## src/rtl/transmitter_if.sv

```systemverilog
// Byte handshake between a producer and the UART transmitter.
//   tx_data  : byte to send, sampled on accept
//   tx_valid : tx_data is valid
//   tx_ready : transmitter holding register is empty
// An accept happens on a rising edge where tx_valid && tx_ready.
interface transmitter_if #(
    parameter int unsigned WIDTH = 8
);
    logic [WIDTH-1:0] tx_data;
    logic             tx_valid;
    logic             tx_ready;

    modport master (
        output tx_data,
        output tx_valid,
        input  tx_ready
    );

    modport slave (
        input  tx_data,
        input  tx_valid,
        output tx_ready
    );
endinterface

```

## src/rtl/transmitter.sv

```systemverilog
// UART serial transmitter. Takes bytes over a valid/ready handshake into a
// one-entry holding register and shifts them out LSB first as frames of
// START, WIDTH data bits, optional parity, and STOP_BITS stop bits. Every
// bit lasts one baud strobe period. A byte that is waiting when the last
// stop bit ends starts on that same strobe, so frames run back-to-back.
//   clk        : system clock
//   reset      : asynchronous, active-low reset
//   baud       : one-cycle strobe per bit period
//   tx         : byte handshake (slave side)
//   data       : serial line, idle high
//   busy       : high from START through the last STOP bit
//   frame_done : one-cycle pulse after the last stop bit ends
module transmitter #(
    parameter int unsigned WIDTH     = 8,
    parameter int unsigned PARITY    = 0,
    parameter int unsigned STOP_BITS = 1
) (
    input  logic         clk,
    input  logic         reset,
    input  logic         baud,
    transmitter_if.slave tx,
    output logic         data,
    output logic         busy,
    output logic         frame_done
);

    localparam int unsigned CNT_W = (WIDTH > 1) ? $clog2(WIDTH) : 1;

    typedef enum logic [2:0] {
        S_IDLE,
        S_START,
        S_DATA,
        S_PARITY,
        S_STOP
    } state_t;

    state_t             state_q;
    state_t             state_d;
    logic [WIDTH-1:0]   hold_q;
    logic               hold_empty_q;
    logic [WIDTH-1:0]   shift_q;
    logic [WIDTH-1:0]   shift_d;
    logic               par_q;
    logic               par_d;
    logic [CNT_W-1:0]   bit_cnt_q;
    logic [CNT_W-1:0]   bit_cnt_d;
    logic               stop_cnt_q;
    logic               stop_cnt_d;
    logic               data_d;
    logic               busy_d;
    logic               frame_done_d;
    logic               load_c;
    logic               last_bit_c;
    logic               last_stop_c;
    logic               odd_par_c;

    assign last_bit_c  = (bit_cnt_q == CNT_W'(WIDTH - 1));
    assign last_stop_c = (stop_cnt_q == 1'(STOP_BITS - 1));
    assign odd_par_c   = (PARITY == 2);
    assign tx.tx_ready = hold_empty_q;

    // State register
    always_ff @(posedge clk or negedge reset) begin
        if (!reset) begin
            state_q <= S_IDLE;
        end else begin
            state_q <= state_d;
        end
    end

    // Next state; load_c marks the strobe that moves the held byte into the shifter
    always_comb begin
        state_d = state_q;
        load_c  = 1'b0;
        if (baud) begin
            case (state_q)
                S_IDLE: begin
                    if (!hold_empty_q) begin
                        load_c  = 1'b1;
                        state_d = S_START;
                    end
                end
                S_START: state_d = S_DATA;
                S_DATA: begin
                    if (last_bit_c) begin
                        state_d = (PARITY != 0) ? S_PARITY : S_STOP;
                    end
                end
                S_PARITY: state_d = S_STOP;
                S_STOP: begin
                    if (last_stop_c) begin
                        if (!hold_empty_q) begin
                            load_c  = 1'b1;
                            state_d = S_START;
                        end else begin
                            state_d = S_IDLE;
                        end
                    end
                end
                default: state_d = S_IDLE;
            endcase
        end
    end

    // Next values of the line, status and shifter, all registered below
    always_comb begin
        shift_d      = shift_q;
        par_d        = par_q;
        bit_cnt_d    = bit_cnt_q;
        stop_cnt_d   = stop_cnt_q;
        data_d       = data;
        busy_d       = busy;
        frame_done_d = 1'b0;
        if (baud) begin
            case (state_q)
                S_IDLE: data_d = 1'b1;
                S_START: begin
                    data_d     = shift_q[0];
                    bit_cnt_d  = '0;
                    stop_cnt_d = 1'b0;
                end
                S_DATA: begin
                    if (last_bit_c) begin
                        data_d = (PARITY != 0) ? par_q : 1'b1;
                    end else begin
                        shift_d   = shift_q >> 1;
                        bit_cnt_d = bit_cnt_q + CNT_W'(1);
                        data_d    = shift_d[0];
                    end
                end
                S_PARITY: data_d = 1'b1;
                S_STOP: begin
                    if (last_stop_c) begin
                        frame_done_d = 1'b1;
                        data_d       = 1'b1;
                        busy_d       = 1'b0;
                    end else begin
                        stop_cnt_d = stop_cnt_q + 1'b1;
                    end
                end
                default: data_d = 1'b1;
            endcase
            // Loading overrides the idle values: start bit goes out on this strobe
            if (load_c) begin
                shift_d = hold_q;
                par_d   = (^hold_q) ^ odd_par_c;
                data_d  = 1'b0;
                busy_d  = 1'b1;
            end
        end
    end

    // Datapath and registered outputs; accept and load are mutually exclusive
    always_ff @(posedge clk or negedge reset) begin
        if (!reset) begin
            hold_q       <= '0;
            hold_empty_q <= 1'b1;
            shift_q      <= '0;
            par_q        <= 1'b0;
            bit_cnt_q    <= '0;
            stop_cnt_q   <= 1'b0;
            data         <= 1'b1;
            busy         <= 1'b0;
            frame_done   <= 1'b0;
        end else begin
            if (load_c) begin
                hold_empty_q <= 1'b1;
            end else if (tx.tx_valid && hold_empty_q) begin
                hold_q       <= tx.tx_data;
                hold_empty_q <= 1'b0;
            end
            shift_q    <= shift_d;
            par_q      <= par_d;
            bit_cnt_q  <= bit_cnt_d;
            stop_cnt_q <= stop_cnt_d;
            data       <= data_d;
            busy       <= busy_d;
            frame_done <= frame_done_d;
        end
    end

endmodule
```

## src/flat_wrapper.sv

```systemverilog
// flat-port wrapper written by rule: the top's interface ports become plain ports
module transmitter_flat 
#(
    parameter int unsigned WIDTH     = 8,
    parameter int unsigned PARITY    = 0,
    parameter int unsigned STOP_BITS = 1
)
  (clk, reset, baud, data, busy, frame_done, tx_tx_data, tx_tx_valid, tx_tx_ready);
  transmitter_if #(.WIDTH(WIDTH)) tx_i ();
  input  logic clk;
  input  logic reset;
  input  logic baud;
  output logic data;
  output logic busy;
  output logic frame_done;
  input wire logic [$bits(tx_i.tx_data)-1:0] tx_tx_data;
  input wire logic [$bits(tx_i.tx_valid)-1:0] tx_tx_valid;
  output wire logic [$bits(tx_i.tx_ready)-1:0] tx_tx_ready;
  assign tx_i.tx_data = tx_tx_data;
  assign tx_i.tx_valid = tx_tx_valid;
  assign tx_tx_ready = tx_i.tx_ready;
  transmitter #(.WIDTH(WIDTH), .PARITY(PARITY), .STOP_BITS(STOP_BITS)) u_core (.clk(clk), .reset(reset), .baud(baud), .tx(tx_i), .data(data), .busy(busy), .frame_done(frame_done));
endmodule
```

## config.mk

```make
export PLATFORM = sky130hd
export DESIGN_NAME = transmitter_flat
export DESIGN_NICKNAME = d
export VERILOG_FILES = /design/src/rtl/transmitter_if.sv /design/src/rtl/transmitter.sv /design/src/flat_wrapper.sv
export SDC_FILE = /design/constraint.sdc
export NUM_CORES = 1
export LEC_CHECK = 0
export ABC_AREA = 0
export CAP_MARGIN = 30
export CORE_MARGIN = 2
export CORE_UTILIZATION = 45
export CTS_CLUSTER_SIZE = 12
export DETAILED_ROUTE_END_ITERATION = 16
export PLACE_DENSITY = 0.68
export SLEW_MARGIN = 10
export SYNTH_ARGS = -nofsm -noshare
export SYNTH_HDL_FRONTEND = slang
export SYNTH_SLANG_ARGS = --single-unit
```

## constraint.sdc

```tcl
create_clock -name clk -period 3.4 [get_ports clk]
set_clock_uncertainty 0.1 [all_clocks]
set_input_delay 0.85 -clock clk [delete_from_list [all_inputs] [get_ports clk]]
set_output_delay 0.85 -clock clk [all_outputs]
set_load 0.01 [all_outputs]
```

==> results of run 1 <==
[power by group]
part / internal [mW] / total [mW] / switching [mW]
combinational: 0.274 / 0.453 / 0.179
clock: 0.0654 / 0.155 / 0.0893
sequential: 0.462 / 0.577 / 0.116
total: 0.802 / 1.19 / 0.383
[flip-flops by register name, summed over array words and instances (netlist names)]
signal and flops:
u_core.shift_q 8, u_core.bit_cnt_q 3, u_core.busy 1, u_core.tx.tx_ready 1
u_core.hold_q 8, u_core.state_q 3, u_core.data 1, u_core.frame_done 1
[layer usage]
metal	up-vias	routed length, um	GRT usage
met3	2	96	0.0410
li1	366	-	-
met1	362	994	0.223
met4	0	15	0.0750
met5	-	0	0
met2	24	839	0.228
[path summary, 6_finish.rpt]
| path | from | to | slack, ns | cells after the start |
|---|---|---|---|---|
| max in group asynchronous | reset | u_core.tx.tx_ready | 2.13 | 2 |
| min reg2reg | u_core.hold_q[7] | u_core.shift_q[7] | 0.40 | 2 |
| min in group asynchronous | reset | u_core.hold_q[7] | 0.77 | 2 |
| max reg2reg | u_core.bit_cnt_q[0] | u_core.shift_q[2] | 1.31 | 5 |
| min | u_core.hold_q[7] | u_core.shift_q[7] | 0.40 | 2 |
| max | u_core.tx.tx_ready | tx_tx_ready | 0.99 | 1 |
[area by class of cell]
class | instances | area, um2
fill | 218 | 1060
sequential | 26 | 653
multi-input combinational | 56 | 480
timing repair buffer | 17 | 165
tap | 30 | 37.5
clock buffer | 4 | 36.3
inverter | 5 | 18.8
[cells in the final DEF, fill, tap and decap left out, types with 2 or more instances in the layout]
master	synthesis	layout
dfstp_2	2	2
ha_1	2	2
a21o_1	2	2
nor2b_1	2	2
clkbuf_4	0	3
inv_1	5	5
dfrtp_1	24	24
clkdlybuf4s50_1	0	15
nor2_1	3	3
nand2b_1	7	7
o221a_2	7	7
o2bb2ai_1	4	4
buf_4	0	2
o21ai_0	3	3
a22oi_1	2	2
mux2_2	8	8
nand2_1	3	3
[worst min-delay path: stages (launching register included)]
cell and delay, ns:
dfrtp_1 0.37, nand2_1 0.05, o21ai_0 0.06
[cells by family (layout without fill, tap and decap cells)]
kind of cell,count (synthesis),count (layout)
and+or+nand+nor,21,21
adders and majority gates,2,2
AOI/OAI and AO/OA,24,24
buffers and inverters,7,26
muxes,9,9
DFF,26,26
[through the flow]
step                cell area [um2]  power, mW
floorplan                      1150      0.905
global placement               1360       1.02
detailed placement             1360       1.04
CTS                            1390       1.20
global route                   1390       1.28
finish                         1390       1.19
==> flow_summary.ini, run 1 <==
[clocking]
clk_latency_ns = 0.32
clock_path_buffers = 2
post_cts_resized = 0
root_buffer = clkbuf_4
cts.htree.levels = 1
cts.sinks = 26
cts_made_buffers = 3
cts_tree = built
cts_hold_buf = 0
cts_setup_buffers = 0
clk_pin_slew_ns = 0.14

[global_route]
grt_antenna_before_repair = 0
grt_use_total = 0.159
grt_pass1_wl_um = 3330
grt_overflow = 0
grt_pass1_vias = 733
grt_max_degree = 27

[routing]
dr.pass1.iters = 4
drt_wl_total_um = 1950
avgRoutedWirePerCell_um = 14.1
drt_iter0_drc = 20
viasPerCell = 5.46
drc = 0
antenna_left = 0
vias = 754

[floorplan]
core-area_um2 = 2450
start_util = 0.470
die_area_um2 = 2990
ioPinCount = 16
die_h_um = 54.7
fp.dieW_um = 54.7
rows = 18

[synthesis]
async_flop_share = 1.00
syn_inst = 89
ys.flop_type = dfrtp_1
ys_ff_latch = 26
synth_most_common_cell = dfrtp_1
synth_seq_area_share = 0.566
synth_top_family_by_area = compound AO/OA/AOI/OAI gates
yosys_warnings = 0
avgSynthCellArea_um2 = 13.0
yosys.area.top_type_share = 0.520
synth_xor_area_frac = 0
yosysTopAreaCell = dfrtp_1
synth.top_cells.by_count = dfrtp_1, mux2_2, nand2b_1, o221a_2, inv_1
synth_cell_types = 28
synth.area.mux_share = 0.0867
synthSimpleGateAreaFrac = 0.116
synth_area_leaders = dfrtp_1, mux2_2, o221a_2
synthAdderAreaFrac = 0.0217
syn_nets = 103
synth_area_um2 = 1150
synth_compound_area_frac = 0.186
synth_edf_count = 0

[timing]
tightest_slew_ns = 0.530
setup_violations = 0
hold_violations = 0
hold_ws_ns = 0.400
max_slew_margin = 0.641
fmax_mhz = 416
fin_crit_ns = 2.41
post-route-period-util = 0.708
grt_setup_unrepaired = false
tns_ns = 0
slew_viol_final = 0
timing.final.ws_setup_ns = 0.993

[setup_path]
slowest_stage = dfstp_2
worstPathRequired_ns = 2.45
crit_path_start_kind = flip-flop
slowest_delay_ns = 0.60
worst-path-buf-inv = 1
arrival_ns = 1.46
crit_chain = clkdlybuf4s50_1
crit_family = flip-flops
cp_max_fo = 5
critical_path_class = flip-flop to output pin
end_kind = output pin

[pwr]
powerDensity_nw_per_um2 = 852
power.static_leakage_nw = 0.591
irDropWorstVdd_v = 0.000487

[final_layout]
syn2layout_area_growth_pct = 20.5
stdcell_count = 138
utilization = 0.567
nNetsFinal = 123
n_antenna_cell = 0
drive_gt1_frac = 0.259

[place]
pre_cts_slack_ns = 0.972
portBuffers = 15
hpwl_um = 1430
place.gp.congestion = 0.775
dp.cells = 134

[job]
maxCapViolations = 0

[worst_hold_path]
hold_path_class = flip-flop to flip-flop

[outcome]
run_status = completed
Power figures use the tool's default switching activity.
==> run 2, diff against run 1 <==
==> constraint.sdc (replaced) <==
create_clock -name clk -period 2.3 [get_ports clk]
set_clock_uncertainty 0.1 [all_clocks]
set_input_delay 0.575 -clock clk [delete_from_list [all_inputs] [get_ports clk]]
set_output_delay 0.575 -clock clk [all_outputs]
set_load 0.01 [all_outputs]
==> run 2 against run 1 <==
  * Non-clock buffer count is 1 higher
  * Critical path depth unchanged
  * Register-to-register slack worse by 1.1 ns
  * Wire length rose by 2.4%
  * Sequential power up 48%
  * Worst hold slack better by 0.0023 ns
  * Count of clock-buffer cells in the layout is 1 lower
  * Cell count increased by 0.72%
  * Via count rose by 1.7%
==> flow_summary.ini, run 2 (synthesis gave the netlist of run 1 again) <==
[final_layout]
stdcell_count = 139
syn2layout_area_growth_pct = 22.5
top_regs = u_core.hold_q: 8 flops, u_core.shift_q: 8 flops
drive_gt1_frac = 0.266
fillers = 208
nNetsFinal = 124
layout_common_cells = dfrtp_1, clkdlybuf4s50_1, mux2_2
n_antenna_cell = 0
mostFrequentLayoutCell = dfrtp_1

[pwr]
p_sw_mw = 0.572
seqPwrFrac = 0.464
netSwitchingFraction = 0.310
pwr-share-clk = 0.167
p_int_mw = 1.27
power.static_leakage_nw = 0.603
powerDensity_nw_per_um2 = 1300
irDropWorstVdd_v = 0.000761
combPwrFrac = 0.368

[setup_path]
crit_chain = clkdlybuf4s50_1
worstPathRequired_ns = 1.62
cp_max_fo = 5
critical_path_class = flip-flop to output pin
slowest_stage = dfstp_2
slowest_delay_ns = 0.61
arrival_ns = 1.47
crit_path_start_kind = flip-flop
crit_family = flip-flops
end_kind = output pin
worst-path-buf-inv = 1

[timing]
fin_crit_ns = 2.15
max_slew_margin = 0.694
slew_viol_final = 0
setup_violations = 0
tightest_slew_ns = 0.459
hold_violations = 0
fmax_mhz = 466
grt_setup_unrepaired = false
post-route-period-util = 0.933
tns_ns = 0
hold_ws_ns = 0.403

[routing]
antenna_left = 0
drt_wl_total_um = 1990
drc = 0
viasPerCell = 5.52
vias = 767
dr.pass1.iters = 4
avgRoutedWirePerCell_um = 14.3
drt_iter0_drc = 9

[clocking]
cts_setup_buffers = 0
cts.sinks = 26
clk_latency_ns = 0.32
root_buffer = clkbuf_4
cts.htree.levels = 1
clk_pin_slew_ns = 0.13
cts_made_buffers = 3
post_cts_resized = 0
cts_hold_buf = 0
clock_path_buffers = 2
cts_tree = built

[global_route]
busiest_layer = met2
grt_pass1_wl_um = 3330
grt_use_total = 0.157
use_met1 = 0.203
use_met3 = 0.0492
grt_pass1_vias = 749
grt_overflow = 0
use_met2 = 0.262
grt_max_degree = 27
grt_antenna_before_repair = 0

[place]
portBuffers = 15
dp.cells = 135
hpwl_um = 1480
place.gp.congestion = 0.717

[outcome]
run_status = completed

[worst_hold_path]
hold_path_class = flip-flop to flip-flop

[floorplan]
ioPinCount = 16
fp.dieW_um = 54.7
core-area_um2 = 2450
die_h_um = 54.7
start_util = 0.470
rows = 18
die_area_um2 = 2990

[job]
maxCapViolations = 0
run 2: path summary, 6_finish.rpt:
check,depth (start not counted),endpoint,slack (ns),from
worst max register to register,5,u_core.shift_q[1],0.20,u_core.bit_cnt_q[0]
min in group asynchronous,2,u_core.bit_cnt_q[0],0.50,reset
worst min-delay path,2,u_core.shift_q[7],0.40,u_core.hold_q[7]
worst max-delay path,1,tx_tx_ready,0.15,u_core.tx.tx_ready
worst min register to register,2,u_core.shift_q[7],0.40,u_core.hold_q[7]
max in group asynchronous,2,u_core.tx.tx_ready,1.31,reset
run 2: power groups by stage:
stage | logic [mW] | clock network [mW] | registers (mW)
after floorplan | 0.527 | 0 | 0.811
after global placement | 0.664 | 0 | 0.855
after detailed placement | 0.693 | 0 | 0.863
after CTS | 0.689 | 0.320 | 0.857
after global routing | 0.754 | 0.336 | 0.888
final | 0.679 | 0.309 | 0.856
run 2: area by class of cell:
class                   count  area, um2  area share
clock buffers               3       22.5      0.0159
clock inverters             1       30.0      0.0212
inverters                   5       18.8      0.0133
multi-input cells          56        480       0.340
flip-flops and latches     26        653       0.462
well taps                  30       37.5      0.0265
repair buffers             18        173       0.122
run 2: per-layer routing:
| metal | routed length, um | vias up |
|---|---|---|
| li1 | - | 376 |
| met4 | 0 | 0 |
| met3 | 95 | 0 |
| met5 | 0 | - |
| met1 | 941 | 375 |
| met2 | 955 | 16 |
run 2: stage by stage:
step	setup WS [ns]	instance area, um2	power, mW	utilization
after floorplan	0.368	1150	1.34	-
after global placement	0.190	1360	1.52	0.555
after detailed placement	0.153	1360	1.56	0.555
after CTS	0.131	1420	1.87	0.576
after global routing	0.0727	1420	1.98	0.576
final	0.153	1420	1.84	0.576
